$ cat src/rtl/pass_check.sv
// pass_check: three-digit combination lock with retry lockout.
// Digits are entered on rising edges of EN; after MAX_TRIES consecutive
// wrong attempts the lock ignores all input for LOCK_CYCLES cycles.
// Ports:
//   CLK, RST          clock, synchronous active-high reset
//   D                 digit switches
//   EN                enter button level (rising edge = press)
//   create            password being written; checker suspended
//   PW1..PW3          stored password digits
//   stage             digit awaited (1..3), 0 when open or locked
//   unlock            box open
//   fail              one-cycle pulse after a wrong 3-digit attempt
//   lockout           high while locked out
//   attempts          consecutive failed attempts
module pass_check #(
  parameter int unsigned MAX_TRIES   = 3,
  parameter int unsigned LOCK_CYCLES = 100_000_000
) (
  input  logic       CLK,
  input  logic       RST,
  input  logic [2:0] D,
  input  logic       EN,
  input  logic       create,
  input  logic [2:0] PW1,
  input  logic [2:0] PW2,
  input  logic [2:0] PW3,
  output logic [1:0] stage,
  output logic       unlock,
  output logic       fail,
  output logic       lockout,
  output logic [1:0] attempts
);

  localparam int unsigned TW = $clog2(LOCK_CYCLES) + 1;

  typedef enum logic [2:0] {
    S1     = 3'd0,
    S2     = 3'd1,
    S3     = 3'd2,
    OPEN   = 3'd3,
    LOCKED = 3'd4
  } state_t;

  state_t          state, state_d;
  logic            en_q;
  logic            press;
  logic            match, match_d;
  logic [1:0]      attempts_d;
  logic [TW-1:0]   timer, timer_d;
  logic            fail_d;
  logic [1:0]      stage_d;

  assign press = EN & ~en_q;

  // State and output registers; outputs follow the next state.
  always_ff @(posedge CLK) begin
    if (RST) begin
      state    <= S1;
      en_q     <= 1'b1;
      match    <= 1'b1;
      attempts <= 2'd0;
      timer    <= '0;
      stage    <= 2'd1;
      unlock   <= 1'b0;
      fail     <= 1'b0;
      lockout  <= 1'b0;
    end else begin
      state    <= state_d;
      en_q     <= EN;
      match    <= match_d;
      attempts <= attempts_d;
      timer    <= timer_d;
      stage    <= stage_d;
      unlock   <= (state_d == OPEN);
      fail     <= fail_d;
      lockout  <= (state_d == LOCKED);
    end
  end

  // Next-state and next-output logic.
  always_comb begin
    state_d    = state;
    match_d    = match;
    attempts_d = attempts;
    timer_d    = timer;
    fail_d     = 1'b0;

    case (state)
      S1: begin
        if (create) begin
          match_d = 1'b1;
        end else if (press) begin
          match_d = (D == PW1);
          state_d = S2;
        end
      end
      S2: begin
        if (create) begin
          state_d = S1;
          match_d = 1'b1;
        end else if (press) begin
          match_d = match & (D == PW2);
          state_d = S3;
        end
      end
      S3: begin
        if (create) begin
          state_d = S1;
          match_d = 1'b1;
        end else if (press) begin
          if (match && (D == PW3)) begin
            state_d    = OPEN;
            attempts_d = 2'd0;
          end else begin
            fail_d = 1'b1;
            // Saturate so the count can never wrap past MAX_TRIES.
            if (attempts != 2'(MAX_TRIES)) begin
              attempts_d = 2'(attempts + 2'd1);
            end
            if (attempts_d == 2'(MAX_TRIES)) begin
              state_d = LOCKED;
              timer_d = TW'(LOCK_CYCLES - 1);
            end else begin
              state_d = S1;
            end
          end
        end
      end
      OPEN: begin
        if (!create && press) begin
          state_d = S1;
        end
      end
      LOCKED: begin
        if (timer == '0) begin
          state_d    = S1;
          attempts_d = 2'd0;
        end else begin
          timer_d = timer - TW'(1);
        end
      end
      default: begin
        state_d = S1;
        match_d = 1'b1;
      end
    endcase

    case (state_d)
      S1:      stage_d = 2'd1;
      S2:      stage_d = 2'd2;
      S3:      stage_d = 2'd3;
      default: stage_d = 2'd0;
    endcase
  end

endmodule

$ cat config.mk
export PLATFORM = sky130hd
export DESIGN_NAME = pass_check
export DESIGN_NICKNAME = d
export VERILOG_FILES = /design/src/rtl/pass_check.sv
export SDC_FILE = /design/constraint.sdc
export NUM_CORES = 1
export LEC_CHECK = 0
export CAP_MARGIN = 40
export CELL_PAD_IN_SITES_DETAIL_PLACEMENT = 2
export CELL_PAD_IN_SITES_GLOBAL_PLACEMENT = 2
export CORE_ASPECT_RATIO = 0.9
export CORE_MARGIN = 2
export CORE_UTILIZATION = 36
export CTS_BUF_LIST = sky130_fd_sc_hd__clkbuf_4
export DETAILED_ROUTE_END_ITERATION = 16
export PLACE_DENSITY = 0.79
export SLEW_MARGIN = 20
export SYNTH_ARGS = -nofsm -noshare
export SYNTH_HDL_FRONTEND = slang
export SYNTH_SLANG_ARGS = --single-unit
export TNS_END_PERCENT = 20
$ cat constraint.sdc
create_clock -name CLK -period 2.98 [get_ports CLK]
set_clock_uncertainty 0.1 [all_clocks]
set_input_delay 0.447 -clock CLK [delete_from_list [all_inputs] [get_ports CLK]]
set_output_delay 0.447 -clock CLK [all_outputs]
set_load 0.01 [all_outputs]
==> results_dict.tcl, run 1 <==
set metrics [dict create \
    multi_input_area_sq_mm 0.001369 \
    wl_mm 7.201 \
    seq_area_frac_synth_pct 35.42 \
    cp_common_cell "or4_1" \
    vias_per_cell 6.199 \
    rows 27 \
    powerDensity_mw_per_mm2 366.5 \
    path_max_fanout 12 \
    tightest_slew_ns 0.7653 \
    critPathBufInv 0 \
    drive_gt1_share_pct 12.88 \
    worstSetupPathType "flop to flop" \
    max_stage_delay_ns 0.69 \
    antenna_found_initial 0 \
    drv_slew 0 \
    setup_viol 0 \
    insertion_delay_ns 0.36 \
    grt_util_all_layers_pct 22.55 \
    place_ws_ns 0.02805 \
    syn_area_per_cell_sq_um 8.564 \
    critPathSlowestCell "or4_1" \
    ys_warn_count 0 \
    die_w_um 87.54 \
    cts_max_level 2 \
    cts_resized 0 \
    cts_buffers 5 \
    dpl.hpwl_mm 5.335 \
    cts_setup_buffers 0 \
    crit_path_end_kind "flop" \
    route.detailed.drc 0 \
    crit_chain "or4_1, nor4_4, o211ai_1, or4_1, a31oi_1" \
    grt-ovfl-total 0 \
    synth-simple-area-share_pct 31.71 \
    ys_async_sr_fraction_pct 0 \
    p_leak_uw 0.0009834 \
    ys_ff_latch 40 \
    max-vdd-ir-drop_mv 0.3116 \
    synthMuxAreaShare_pct 0.4427 \
    finalWorstSetupSlack_ns 0.2641 \
    synth_xor_area_share_pct 3.486 \
    synth_compound_area_share_pct 24.35 \
    core-area_sq_mm 0.006081 \
    yosysUniqueCellTypes 54 \
    synth_flop_cell "dfxtp_1" \
    hold_violations 0 \
    area_delta_synth_final_pct 19.04 \
    grt_pass1_vias 2439 \
    via_count 2275 \
    clk_pin_slew_ns 0.14 \
    nFillCells 700 \
    avgRoutedWirePerCell_um 19.62 \
    slew_headroom_pct 48.76 \
    rsz0062_at_grt "no" \
    fp.dieH_um 79.18 \
    drv_cap 0 \
    cp-start-kind "flop" \
    clock_path_buffers 2 \
    port_buffers 22 \
    period_needed_ns 2.716 \
    synth_top_family_by_area "simple AND/OR/NAND/NOR gates" \
    grt_max_degree 16 \
    start_util_pct 37.18 \
    synth_edf_count 0 \
    hp-class "flop to flop" \
    nets 311 \
    grt_pass1_wl_mm 12.36 \
    timing.fmax_mhz 368.2 \
    pin_count 23 \
    synthAdderAreaFrac_pct 0.5534 \
    antenna_left 0 \
    syn_area_sq_mm 0.002261 \
    synthCells 264 \
    crit_arrival_ns 2.92 \
    dr.pass1.iters 4 \
    die_area_sq_mm 0.006931 \
    cts_root_buf "clkbuf_4" \
    fin_crit_sh_pct 91.14 \
    num_antenna_cells 0 \
    path_delay_family "simple AND/OR/NAND/NOR gates" \
    clock-sinks 40 \
    status "finished, final reports clean" \
    cts_hold_buf 0 \
    cts_tree "yes" \
    seq_area_sq_um 800.8 \
    totalNegativeSetupSlack_ns 0 \
    drt_iter0_drc 77 \
    gp_congestion 0.8201 \
    synth_nets 281 \
    cp_data_required_time_ns 3.18 \
]
==> flip-flops by register name, summed over array words and instances, names as in the netlist <==
register  count
timer        28
lockout       1
stage         2
state         3
unlock        1
match         1
attempts      2
en_q          1
fail          1
==> power breakdown <==
group	internal [uW]	leakage (uW)	switching [uW]
sequential	537	0.000323	2.42
clock	175	0.0000412	199
combinational	36.2	0.000620	36.8
==> cells by family (layout without fill, tap and decap cells) <==
family / count (synthesis) / in the layout
buf+inv: 21 / 52
simple gates: 108 / 108
compound gates: 84 / 84
xor+xnor: 9 / 9
flops: 40 / 40
mux: 1 / 1
fa+ha+maj: 1 / 1
==> placed cells by master, fill, tap and decap left out, types with 7 or more instances in the layout <==
master | synthesis | routed
dfxtp_1 | 40 | 40
or4_1 | 22 | 22
clkdlybuf4s50_1 | 0 | 22
a31oi_1 | 18 | 18
o31ai_1 | 16 | 16
a21oi_1 | 16 | 16
buf_4 | 3 | 13
o21ai_0 | 12 | 12
nor2_1 | 11 | 11
or3_1 | 10 | 10
inv_1 | 9 | 9
nand2_1 | 8 | 8
or2_2 | 7 | 7
==> cell type report <==
cell class | instances | area share [%]
Multi-Input combinational cell | 203 | 50.86
Sequential cell | 40 | 29.75
Timing Repair Buffer | 35 | 11.81
Tap cell | 72 | 3.347
Clock inverter | 3 | 1.581
Clock buffer | 5 | 1.395
Inverter | 9 | 1.255
==> tightest hold or removal path: cells and delay by family, from the launching register on <==
family / cells / cell delay [ns]
compound gates: 2 / 0.11
flops: 1 / 0.34
==> routing by layer <==
layer	share of wire, %	up-vias	track usage, %
met3	1.4	4	3.222
met5	0	-	0
met1	51	1147	31.04
met4	0.64	0	4.154
li1	-	1109	-
met2	47	15	37.65
==> metrics by stage <==
stage	area [sq um]	utilization [%]	hold slack, ns	cells	total power (uW)
final	2691	44.26	0.3883	367	986.4
after CTS	2691	44.26	0.3945	367	1002
after global placement	2611	42.94	0.3601	359	622.6
after global routing	2691	44.26	0.4076	367	1032
after detailed placement	2611	42.94	0.3772	359	624.9
after floorplan	2261	-	0.3423	264	583.9
==> worst paths after layout <==
| path | startpoint | end | slack, ns | depth (start not counted) |
|---|---|---|---|---|
| worst max register to register | timer[6]$_SDFFE_PP0P_ | timer[20]$_SDFFE_PP0P_ | 0.26 | 5 |
| worst min register to register | timer[9]$_SDFFE_PP0P_ | timer[9]$_SDFFE_PP0P_ | 0.39 | 2 |
| worst max-delay path | timer[6]$_SDFFE_PP0P_ | timer[20]$_SDFFE_PP0P_ | 0.26 | 5 |
| worst min-delay path | timer[9]$_SDFFE_PP0P_ | timer[9]$_SDFFE_PP0P_ | 0.39 | 2 |
==> Yosys cell counts (all sizes together) (7+ instances only) <==
cell type / instances / area, sq um
nor4: 9 / 83.83
clkbuf: 8 / 30.03
nand2: 8 / 30.03
or4: 24 / 187.7
inv: 9 / 33.78
nor2: 11 / 41.29
or2: 8 / 50.05
o21ai: 15 / 78.83
dfxtp: 40 / 800.8
nor3: 7 / 40.04
a31oi: 18 / 112.6
a21oi: 16 / 80.08
or3: 11 / 70.07
o31ai: 16 / 120.1
Note: power is estimated with default switching activity, not from simulation.
==> run 2, diff against run 1 <==
--- a/config.mk
+++ b/config.mk
@@ -13,6 +13,7 @@
 export CORE_UTILIZATION = 36
 export CTS_BUF_LIST = sky130_fd_sc_hd__clkbuf_4
 export DETAILED_ROUTE_END_ITERATION = 16
+export GPL_TIMING_DRIVEN = 1
 export PLACE_DENSITY = 0.79
 export SLEW_MARGIN = 20
 export SYNTH_ARGS = -nofsm -noshare
==> results of run 2 <==
No change in the layout: final DEF, timing and power equal those of run 1.
==> run 3, diff against run 2 <==
==> constraint.sdc (replaced) <==
create_clock -name CLK -period 2.98 [get_ports CLK]
set_clock_uncertainty 0.1 [all_clocks]
set_input_delay 0.596 -clock CLK [delete_from_list [all_inputs] [get_ports CLK]]
set_output_delay 0.596 -clock CLK [all_outputs]
set_load 0.01 [all_outputs]
==> run 3 against run 2 <==
Against the previous run:
- combinational power hardly changed
- sequential share of layout area is 0.57 points lower
- cell area is 2.0% higher
- total power hardly changed
- critical path depth is 1 higher
- hold slack worse by 0.0044 ns
- sequential power hardly changed
- critical endpoint is now timer[12]$_SDFFE_PP0P_
- largest power group unchanged
==> results_dict.tcl, run 3 (synthesis gave the netlist of run 1 again) <==
set metrics [dict create \
    status "finished, final reports clean" \
    hp-class "flop to flop" \
    area_delta_synth_final_pct 21.36 \
    cts_buffers 5 \
    postLayoutCellArea_sq_mm 0.002744 \
    grt-ovfl-total 0 \
    fin_crit_sh_pct 89.69 \
    rsz0062_at_grt "no" \
    pin_count 23 \
    route.detailed.drc 0 \
    crit_path_end_kind "flop" \
    core-area_sq_mm 0.006081 \
    regMostFlops "timer" \
    clk_pin_slew_ns 0.12 \
    dpl.hpwl_mm 5.507 \
    cts_hold_buf 0 \
    p_leak_uw 0.001020 \
    die_area_sq_mm 0.006931 \
    hold_violations 0 \
    rr_worst_depth 6 \
    top_regs "timer: 28 flops, state: 3 flops" \
    max-vdd-ir-drop_mv 0.2848 \
    instances_no_fill 374 \
    period_needed_ns 2.673 \
    clock-sinks 40 \
    cts_tree "yes" \
    drive_gt1_share_pct 14.90 \
    grt_pass1_wl_mm 12.93 \
    fp.dieH_um 79.18 \
    path_max_fanout 8 \
    grt_pass1_vias 2483 \
    insertion_delay_ns 0.36 \
    worstSetupPathType "flop to flop" \
    wl_mm 7.456 \
    powerDensity_mw_per_mm2 359.7 \
    tightest_slew_ns 0.6426 \
    cts_max_level 2 \
    gp_congestion 0.8337 \
    antenna_found_initial 0 \
    num_antenna_cells 0 \
    layout_common_cells "40 x dfxtp_1, 22 x or4_1, 22 x clkdlybuf4s50_1" \
    grt_util_all_layers_pct 23.80 \
    cp_data_required_time_ns 3.17 \
    largest_reg_flops 28 \
    cts_root_buf "clkbuf_4" \
    crit_arrival_ns 2.86 \
    vias_per_cell 6.209 \
    worstHoldPathCells 2 \
    drv_cap 0 \
    antenna_left 0 \
    nets 318 \
    drt_iter0_drc 98 \
    holdWs_ns 0.3839 \
    rows 27 \
    final_common_cell "dfxtp_1" \
    port_buffers 22 \
    start_util_pct 37.18 \
    clock_path_buffers 2 \
    avgRoutedWirePerCell_um 19.94 \
    die_w_um 87.54 \
    cts_setup_buffers 0 \
    setup_viol 0 \
    final_core_utilization_pct 45.12 \
    grt_max_degree 26 \
    slew_headroom_pct 56.80 \
    via_count 2322 \
    placed_area_sq_mm 0.002664 \
    numPlacedInstances 366 \
    p_total_uw 987.0 \
    timing.fmax_mhz 374.1 \
    cts_resized 0 \
    cp-start-kind "flop" \
    dr.pass1.iters 4 \
    drv_slew 0 \
]
run 3: cell types whose count changed in the layout (fill, tap and decap cells not counted), sizes merged:
| cell | change |
|---|---|
| buf | +7 |
| clkbuf | +1 |
| clkinvlp | -1 |
run 3: worst paths after layout:
kind                                        startpoint                     end  slack [ns]
worst max-delay path             timer[6]$_SDFFE_PP0P_  timer[12]$_SDFFE_PP0P_        0.31
worst min-delay path            timer[27]$_SDFFE_PP0P_  timer[27]$_SDFFE_PP0P_        0.38
worst min register to register  timer[27]$_SDFFE_PP0P_  timer[27]$_SDFFE_PP0P_        0.38
worst max register to register   timer[6]$_SDFFE_PP0P_  timer[12]$_SDFFE_PP0P_        0.31
run 3: per-layer routing:
layer	vias to the layer above	global-route usage, %	share of wire (%)
li1	1126	-	-
met1	1179	32.78	48
met2	12	38.86	49
met3	5	3.534	1.5
met4	0	6.000	0.87
met5	-	0	0
run 3: power breakdown:
part	total [uW]	internal (uW)	switching, uW
clock	375	185	190
sequential	539	537	2.27
combinational	72.7	36.3	36.4
total	987	758	229
run 3: critical path, stage by stage, from the launching register on:
cell     delay (ns)
dfxtp_1        0.38
or4_1          0.63
buf_4          0.20
or2_2          0.33
nor4_2         0.61
o31ai_1        0.18
a21oi_1        0.18
run 3: per-stage QoR:
step                      TNS (ns)  setup slack (ns)
final                            0            0.3072
after global routing             0            0.1280
after CTS                        0            0.2949
after detailed placement  -0.06014          -0.03116
after global placement           0           0.03549
after floorplan                  0            0.5551
run 3: layout make-up:
class | count | area [sq um]
clock buffer | 6 | 45.04
clock inverter | 2 | 35.03
fill | 680 | 3337
inverter | 9 | 33.78
multi-input combinational | 203 | 1369
sequential | 40 | 800.8
tap | 72 | 90.09
timing repair buffer | 42 | 370.4
